### config.mk
export PLATFORM = sky130hd
export DESIGN_NAME = vx_csa_tree_flat
export DESIGN_NICKNAME = d
export VERILOG_FILES = /design/src/rtl/vx_csa_tree_if.sv /design/src/rtl/vx_csa_tree.sv /design/src/flat_wrapper.sv
export SDC_FILE = /design/constraint.sdc
export NUM_CORES = 1
export LEC_CHECK = 0
export CAP_MARGIN = 10
export CORE_MARGIN = 1.5
export CORE_UTILIZATION = 52
export DETAILED_ROUTE_END_ITERATION = 7
export PLACE_DENSITY = 0.81
export SLEW_MARGIN = 25
export SYNTH_ARGS = -nofsm -noshare
export SYNTH_HDL_FRONTEND = slang
export SYNTH_SLANG_ARGS = --single-unit
### constraint.sdc
create_clock -name clk -period 4.55 [get_ports clk]
set_input_delay 0.455 -clock clk [delete_from_list [all_inputs] [get_ports clk]]
set_output_delay 0.455 -clock clk [all_outputs]
set_load 0.005 [all_outputs]
### src/rtl/vx_csa_tree_if.sv
// Operand/result channel of vx_csa_tree: upstream beat (valid/ready/data/mask/tag)
// and downstream result (valid/ready/data/tag).
interface vx_csa_tree_if #(
    parameter int N         = 8,
    parameter int W         = 16,
    parameter int TAG_WIDTH = 1
);
    localparam int WO = W + $clog2(N);

    logic                 valid_in;
    logic                 ready_in;
    logic [N*W-1:0]       data_in;
    logic [N-1:0]         mask_in;
    logic [TAG_WIDTH-1:0] tag_in;
    logic                 valid_out;
    logic                 ready_out;
    logic [WO-1:0]        data_out;
    logic [TAG_WIDTH-1:0] tag_out;

    modport slave (
        input  valid_in, data_in, mask_in, tag_in, ready_out,
        output ready_in, valid_out, data_out, tag_out
    );

    modport master (
        output valid_in, data_in, mask_in, tag_in, ready_out,
        input  ready_in, valid_out, data_out, tag_out
    );
endinterface

### src/rtl/vx_csa_tree.sv
// Pipelined N-operand adder: registered 4:2 compressor levels reduce the masked,
// extended operands to two rows, then a registered carry-propagate add.
module vx_csa_tree #(
    parameter int N         = 8,
    parameter int W         = 16,
    parameter bit SIGNED    = 1'b0,
    parameter int TAG_WIDTH = 1
) (
    input  logic          clk,
    input  logic          reset,
    vx_csa_tree_if.slave  bus
);
    localparam int WO = W + $clog2(N);

    function automatic int next_rows(input int r);
        return 2 * (r / 4) + (((r % 4) == 3) ? 2 : (r % 4));
    endfunction

    function automatic int rows_at(input int n, input int lvl);
        int r;
        r = n;
        for (int i = 0; i < lvl; i++) r = next_rows(r);
        return r;
    endfunction

    function automatic int num_levels(input int n);
        int r;
        int cnt;
        r   = n;
        cnt = 0;
        while (r > 2) begin
            r   = next_rows(r);
            cnt = cnt + 1;
        end
        return cnt;
    endfunction

    localparam int L = num_levels(N);

    // Full-adder row: returns {carry row already shifted left, sum row}.
    function automatic logic [2*WO-1:0] csa32(input logic [WO-1:0] a, input logic [WO-1:0] b,
                                              input logic [WO-1:0] c);
        logic [WO-1:0] cy;
        cy = (a & b) | (a & c) | (b & c);
        return {cy[WO-2:0], 1'b0, a ^ b ^ c};
    endfunction

    // 4:2 compressor as two cascaded full-adder rows; the first row's carry is the
    // horizontal carry into the second, so the chain starts at 0 in bit 0.
    function automatic logic [2*WO-1:0] comp42(input logic [WO-1:0] a, input logic [WO-1:0] b,
                                               input logic [WO-1:0] c, input logic [WO-1:0] d);
        logic [2*WO-1:0] first;
        first = csa32(a, b, c);
        return csa32(first[WO-1:0], d, first[2*WO-1:WO]);
    endfunction

    logic                 enable_s;
    logic [N*WO-1:0]      ext_s;
    logic [2*WO-1:0]      last_s;
    logic [L:0]           valid_r;
    logic [TAG_WIDTH-1:0] tag_r [L+1];
    logic [WO-1:0]        sum_r;

    assign enable_s      = bus.ready_out | ~valid_r[L];
    assign bus.ready_in  = enable_s;
    assign bus.valid_out = valid_r[L];
    assign bus.tag_out   = tag_r[L];
    assign bus.data_out  = sum_r;

    // Mask and extend every operand to the full output width.
    always_comb begin
        ext_s = {(N*WO){1'b0}};
        for (int i = 0; i < N; i++) begin
            if (bus.mask_in[i]) begin
                if (SIGNED) begin
                    ext_s[i*WO +: WO] = {{(WO-W){bus.data_in[i*W+W-1]}}, bus.data_in[i*W +: W]};
                end else begin
                    ext_s[i*WO +: WO] = {{(WO-W){1'b0}}, bus.data_in[i*W +: W]};
                end
            end else begin
                ext_s[i*WO +: WO] = {WO{1'b0}};
            end
        end
    end

    for (genvar l = 1; l <= L; l++) begin : g_lvl
        localparam int R_IN  = rows_at(N, l - 1);
        localparam int R_OUT = rows_at(N, l);
        localparam int NG4   = R_IN / 4;
        localparam int REM   = R_IN % 4;

        logic [R_IN*WO-1:0]  prev_s;
        logic [R_OUT*WO-1:0] comp_s;
        logic [R_OUT*WO-1:0] stage_r;

        if (l == 1) begin : g_src
            assign prev_s = ext_s;
        end else begin : g_src
            assign prev_s = g_lvl[l-1].stage_r;
        end

        for (genvar g = 0; g < NG4; g++) begin : g_c42
            assign comp_s[2*g*WO +: 2*WO] = comp42(prev_s[(4*g)*WO +: WO], prev_s[(4*g+1)*WO +: WO],
                                                   prev_s[(4*g+2)*WO +: WO], prev_s[(4*g+3)*WO +: WO]);
        end

        if (REM == 3) begin : g_rem
            assign comp_s[2*NG4*WO +: 2*WO] = csa32(prev_s[(4*NG4)*WO +: WO],
                                                    prev_s[(4*NG4+1)*WO +: WO],
                                                    prev_s[(4*NG4+2)*WO +: WO]);
        end else if (REM != 0) begin : g_rem
            assign comp_s[2*NG4*WO +: REM*WO] = prev_s[4*NG4*WO +: REM*WO];
        end

        // Level register; holds while the pipeline is stalled.
        always_ff @(posedge clk or posedge reset) begin
            if (reset) begin
                stage_r <= {(R_OUT*WO){1'b0}};
            end else if (enable_s) begin
                stage_r <= comp_s;
            end
        end
    end

    if (L == 0) begin : g_last
        assign last_s = ext_s;
    end else begin : g_last
        assign last_s = g_lvl[L].stage_r;
    end

    // Final carry-propagate add into the output register.
    always_ff @(posedge clk or posedge reset) begin
        if (reset) begin
            sum_r <= {WO{1'b0}};
        end else if (enable_s) begin
            sum_r <= last_s[WO-1:0] + last_s[2*WO-1:WO];
        end
    end

    // Valid and tag shift alongside the data stages.
    always_ff @(posedge clk or posedge reset) begin
        if (reset) begin
            valid_r <= {(L+1){1'b0}};
            for (int i = 0; i <= L; i++) tag_r[i] <= {TAG_WIDTH{1'b0}};
        end else if (enable_s) begin
            valid_r[0] <= bus.valid_in & enable_s;
            tag_r[0]   <= bus.tag_in;
            for (int i = 1; i <= L; i++) begin
                valid_r[i] <= valid_r[i-1];
                tag_r[i]   <= tag_r[i-1];
            end
        end
    end
endmodule

### src/flat_wrapper.sv
// flat-port wrapper written by rule: the top's interface ports become plain ports
module vx_csa_tree_flat 
#(
    parameter int N         = 8,
    parameter int W         = 16,
    parameter bit SIGNED    = 1'b0,
    parameter int TAG_WIDTH = 1
)
  (clk, reset, bus_valid_in, bus_data_in, bus_mask_in, bus_tag_in, bus_ready_out, bus_ready_in, bus_valid_out, bus_data_out, bus_tag_out);
  vx_csa_tree_if #(.N(N), .W(W), .TAG_WIDTH(TAG_WIDTH)) bus_i ();
  input  logic clk;
  input  logic reset;
  input wire logic [$bits(bus_i.valid_in)-1:0] bus_valid_in;
  input wire logic [$bits(bus_i.data_in)-1:0] bus_data_in;
  input wire logic [$bits(bus_i.mask_in)-1:0] bus_mask_in;
  input wire logic [$bits(bus_i.tag_in)-1:0] bus_tag_in;
  input wire logic [$bits(bus_i.ready_out)-1:0] bus_ready_out;
  output wire logic [$bits(bus_i.ready_in)-1:0] bus_ready_in;
  output wire logic [$bits(bus_i.valid_out)-1:0] bus_valid_out;
  output wire logic [$bits(bus_i.data_out)-1:0] bus_data_out;
  output wire logic [$bits(bus_i.tag_out)-1:0] bus_tag_out;
  assign bus_i.valid_in = bus_valid_in;
  assign bus_i.data_in = bus_data_in;
  assign bus_i.mask_in = bus_mask_in;
  assign bus_i.tag_in = bus_tag_in;
  assign bus_i.ready_out = bus_ready_out;
  assign bus_ready_in = bus_i.ready_in;
  assign bus_valid_out = bus_i.valid_out;
  assign bus_data_out = bus_i.data_out;
  assign bus_tag_out = bus_i.tag_out;
  vx_csa_tree #(.N(N), .W(W), .SIGNED(SIGNED), .TAG_WIDTH(TAG_WIDTH)) u_core (.clk(clk), .reset(reset), .bus(bus_i));
endmodule
==> metrics.txt <==
sequential area share after synthesis 0.4015; die area 15720 um^2; multiplexer area fraction after synthesis 0; status finished, final reports clean; FILL cells 1073; Post-CTS Resized 0; worst slew pin tran 883.1 ps; Post-Synth Simple-Gate Area 0.1992; CTS Buffer Depth 2; drt pass-1 iters 5; Worst Path Class, Setup in2out; critical path launch point type input port; Rel. slew slack 0.4113; share of post-route cells with drive strength above 1 0.04312; nets@finish 1218; Syn Area/Cell 9.500 um^2; clock latency on the worst-skew pair 410 ps; Synth warnings 0; Top cell by count, worst path clkdlybuf4s50_1; placed cell count 1128; detailed-route via count 6278; final cell count without fillers 1158; Post-Synth XOR/XNOR Area 0.007870; Compound-Gate Fraction of Synth Area 0.08882; I/O pin count 163; GRT Overall Usage 0.2654; Crit path depth 4; Wirelength per Cell 17.15 um; Num CTS Buffers 17; largest area contributor in the netlist dfrtp_1; Highest Clock Rate 385.8 MHz; Pwr Density 614.0 nW/um^2; GP Congestion 0.8840; crit path launch bus_ready_out; num rows 44; Adder-Cell Fraction of Synth Area 0.2747; largest net degree at the start of global routing 98; # DRC 0; Layout area overhead 29.86%; maximum vdd drop 0.3472 mV; hold path depth 2; Setup TNS Final 0 ps; Clk pwr share 0.217; clk sinks 125; RSZ-0062 raised after global routing no; Setup Buffers After CTS 0; R2R cell count 7; largest family of logic cells by synthesized area adder cells; Total Wirelength 19.86 mm; synth unique cells 42; max-capacitance violation count 0; Post-DRT Antenna Nets 0; first-pass GRT wire length 32.51 mm; Synth Register Bits 125; worst path buffer plus inverter count 3; core area 14590 um^2; Worst Path Required 4090 ps; Worst Skew 11.78 ps; clock root buffer clkbuf_16; H-tree depth 4; CP max stage cell clkdlybuf4s50_1; 1st-iter DRT viols 526; max incr delay on CP 620 ps; Mapped Area 7790 um^2; Internal 0.003783 W; Die Wd 125.4 um; leakage power 4.481 nW; IO buf count 162; Worst R2R Start u_core.g_lvl[2].stage_r[2]; CP Capture Type output port; Slew Viols, Final 0; hold buffers post-CTS 0; final hold violation count 0; Net Sw Frac 0.3910; minimum clock period 2592 ps; Die Ht 125.4 um; final period utilization 0.5696; Synth area leaders dfrtp_1 (40%), fa_1 (24%), nand2_1 (14%), a21oi_1 (5.1%), nor2_1 (3.8%); Synthesized Nets 1075; Remaining Overflow, GRT 0; pre-CTS WS 1682 ps; CP Cell Sequence clkdlybuf4s50_1, nor2b_4, inv_6, clkdlybuf4s50_1; number of global-route vias before repair 6563; HPWL Detailed 14.72 mm; Synth top area share 0.4015; P_sw 0.002429 W; CP top delay family buffers and inverters; Crit path arrival time 2140 ps; CTS tree built; post-route worst setup slack 1958 ps; Mapped Cells 820; Hold Path Class reg2reg; final number of setup-violating endpoints 0; n_diodes 0; Worst Path Max Fanout 97; Hold Crit Start u_core.valid_r[1]; Avg Vias per Cell 5.421; Initial Util 0.5340; Seq pwr share 0.313; Reg clk slew, reported paths 60 ps; initial antenna violation count 0; Comb pwr share 0.470
flip-flops by register name, indices dropped and copies added (netlist names):
register,flops
u_core.tag_r,2
u_core.g_lvl.stage_r,100
u_core.bus.tag_out,1
u_core.valid_r,3
u_core.bus.data_out,19
per-layer routing:
layer	global-route usage	wire, um	vias up
met3	0.05135	983	31
met2	0.4484	10160	229
met4	0.08623	445	0
met5	0	0	-
met1	0.3489	8268	3105
li1	-	-	2913
worst paths after layout:
check	end	slack, ps
hold / removal	u_core.valid_r[1]	460
min in group asynchronous	u_core.bus.data_out[17]	560
hold reg to reg	u_core.valid_r[1]	460
setup reg to reg	u_core.bus.data_out[14]	2220
max in group asynchronous	u_core.g_lvl[1].stage_r[39]	3170
setup / recovery	bus_ready_in	1960
per-stage QoR:
step / area (um^2) / total power (W) / hold WS, ps / util
6_report: 10120 / 0.006211 / 456.6 / 0.6934
4_1_cts: 10110 / 0.006209 / 461.6 / 0.6932
5_1_grt: 10120 / 0.006725 / 473.0 / 0.6934
2_1_floorplan: 7790 / 0.003793 / 430.0 / -
3_3_place_gp: 9525 / 0.004657 / 442.7 / 0.6529
3_5_place_dp: 9525 / 0.004787 / 448.7 / 0.6529
power groups by stage:
stage | sequential (W) | combinational, W | clock, W
floorplan | 0.00186 | 0.00194 | 0
global placement | 0.00193 | 0.00273 | 0
detailed placement | 0.00195 | 0.00284 | 0
CTS | 0.00194 | 0.00290 | 0.00137
global route | 0.00200 | 0.00331 | 0.00142
finish | 0.00194 | 0.00292 | 0.00135
synthesized netlist by cell type:
| library cell | count |
|---|---|
| nand2_1 | 289 |
| dfrtp_1 | 125 |
| fa_1 | 95 |
| a21oi_1 | 79 |
| nor2_1 | 78 |
| clkbuf_1 | 38 |
| ha_1 | 19 |
| inv_1 | 15 |
| o21ai_0 | 13 |
| and2_1 | 7 |
| a21o_1 | 6 |
| nor3_1 | 6 |
| xor2_1 | 6 |
| a31oi_1 | 4 |
| and3_1 | 3 |
| buf_2 | 3 |
| a211oi_1 | 2 |
| a31o_2 | 2 |
| nand3_1 | 2 |
| nor2b_1 | 2 |
| o2111ai_1 | 2 |
| o21a_1 | 2 |
| o22ai_1 | 2 |
| o31ai_1 | 2 |
| a2111oi_0 | 1 |
| a211o_1 | 1 |
| a311o_1 | 1 |
| and3_2 | 1 |
| and4_1 | 1 |
| buf_1 | 1 |
| nand2b_1 | 1 |
| nand4_1 | 1 |
| nor4b_1 | 1 |
| o211a_1 | 1 |
| o21ai_1 | 1 |
| o21ai_2 | 1 |
| o311ai_0 | 1 |
| o31a_1 | 1 |
| or2_2 | 1 |
| or3_2 | 1 |
| or4_1 | 1 |
| xnor2_1 | 1 |
final cells by class:
class / count / area [um^2] / area share
Multi-Input combinational cell: 638 / 4452 / 0.4401
Sequential cell: 125 / 3128 / 0.3092
Timing Repair Buffer: 166 / 1652 / 0.1633
Clock buffer: 19 / 442.9 / 0.04378
Tap cell: 184 / 230.2 / 0.02276
Clock inverter: 11 / 145.1 / 0.01435
Inverter: 15 / 66.31 / 0.006555
worst reg2reg max path, delay by kind of cell (launching register included):
family / cells / cell delay [ps]
DFF: 1 / 400
AOI/OAI and AO/OA: 4 / 890
and+or+nand+nor: 1 / 180
adders and majority gates: 2 / 720
placed cells by master, fill, tap and decap left out, types with 2 or more instances in the layout:
| master | count |
|---|---|
| dfrtp_1 | 125 |
| clkinv_2 | 3 |
| o2111ai_1 | 2 |
| and3_1 | 3 |
| buf_4 | 4 |
| nand3_1 | 2 |
| nand2_1 | 289 |
| nor2_1 | 78 |
| a21oi_1 | 79 |
| clkdlybuf4s50_1 | 162 |
| o21ai_0 | 13 |
| clkinv_4 | 2 |
| inv_6 | 2 |
| nor3_1 | 6 |
| fa_1 | 95 |
| clkbuf_16 | 17 |
| o21a_1 | 2 |
| ha_1 | 19 |
| a31o_2 | 2 |
| a31oi_1 | 4 |
| xor2_1 | 6 |
| inv_1 | 13 |
| a211oi_1 | 2 |
| and2_1 | 7 |
| bufinv_16 | 3 |
| o22ai_1 | 2 |
| clkinvlp_4 | 3 |
| a21o_1 | 6 |
| o31ai_1 | 2 |
logic make-up (layout without fill, tap and decap cells):
group,after synthesis,count (layout)
buffers and inverters,57,211
adder cells (fa/ha/maj),114,114
AND/OR/NAND/NOR,395,395
AO/OA/AOI/OAI,122,122
flip-flops,125,125
XOR/XNOR,7,7
Note: power is estimated with default switching activity, not from simulation.
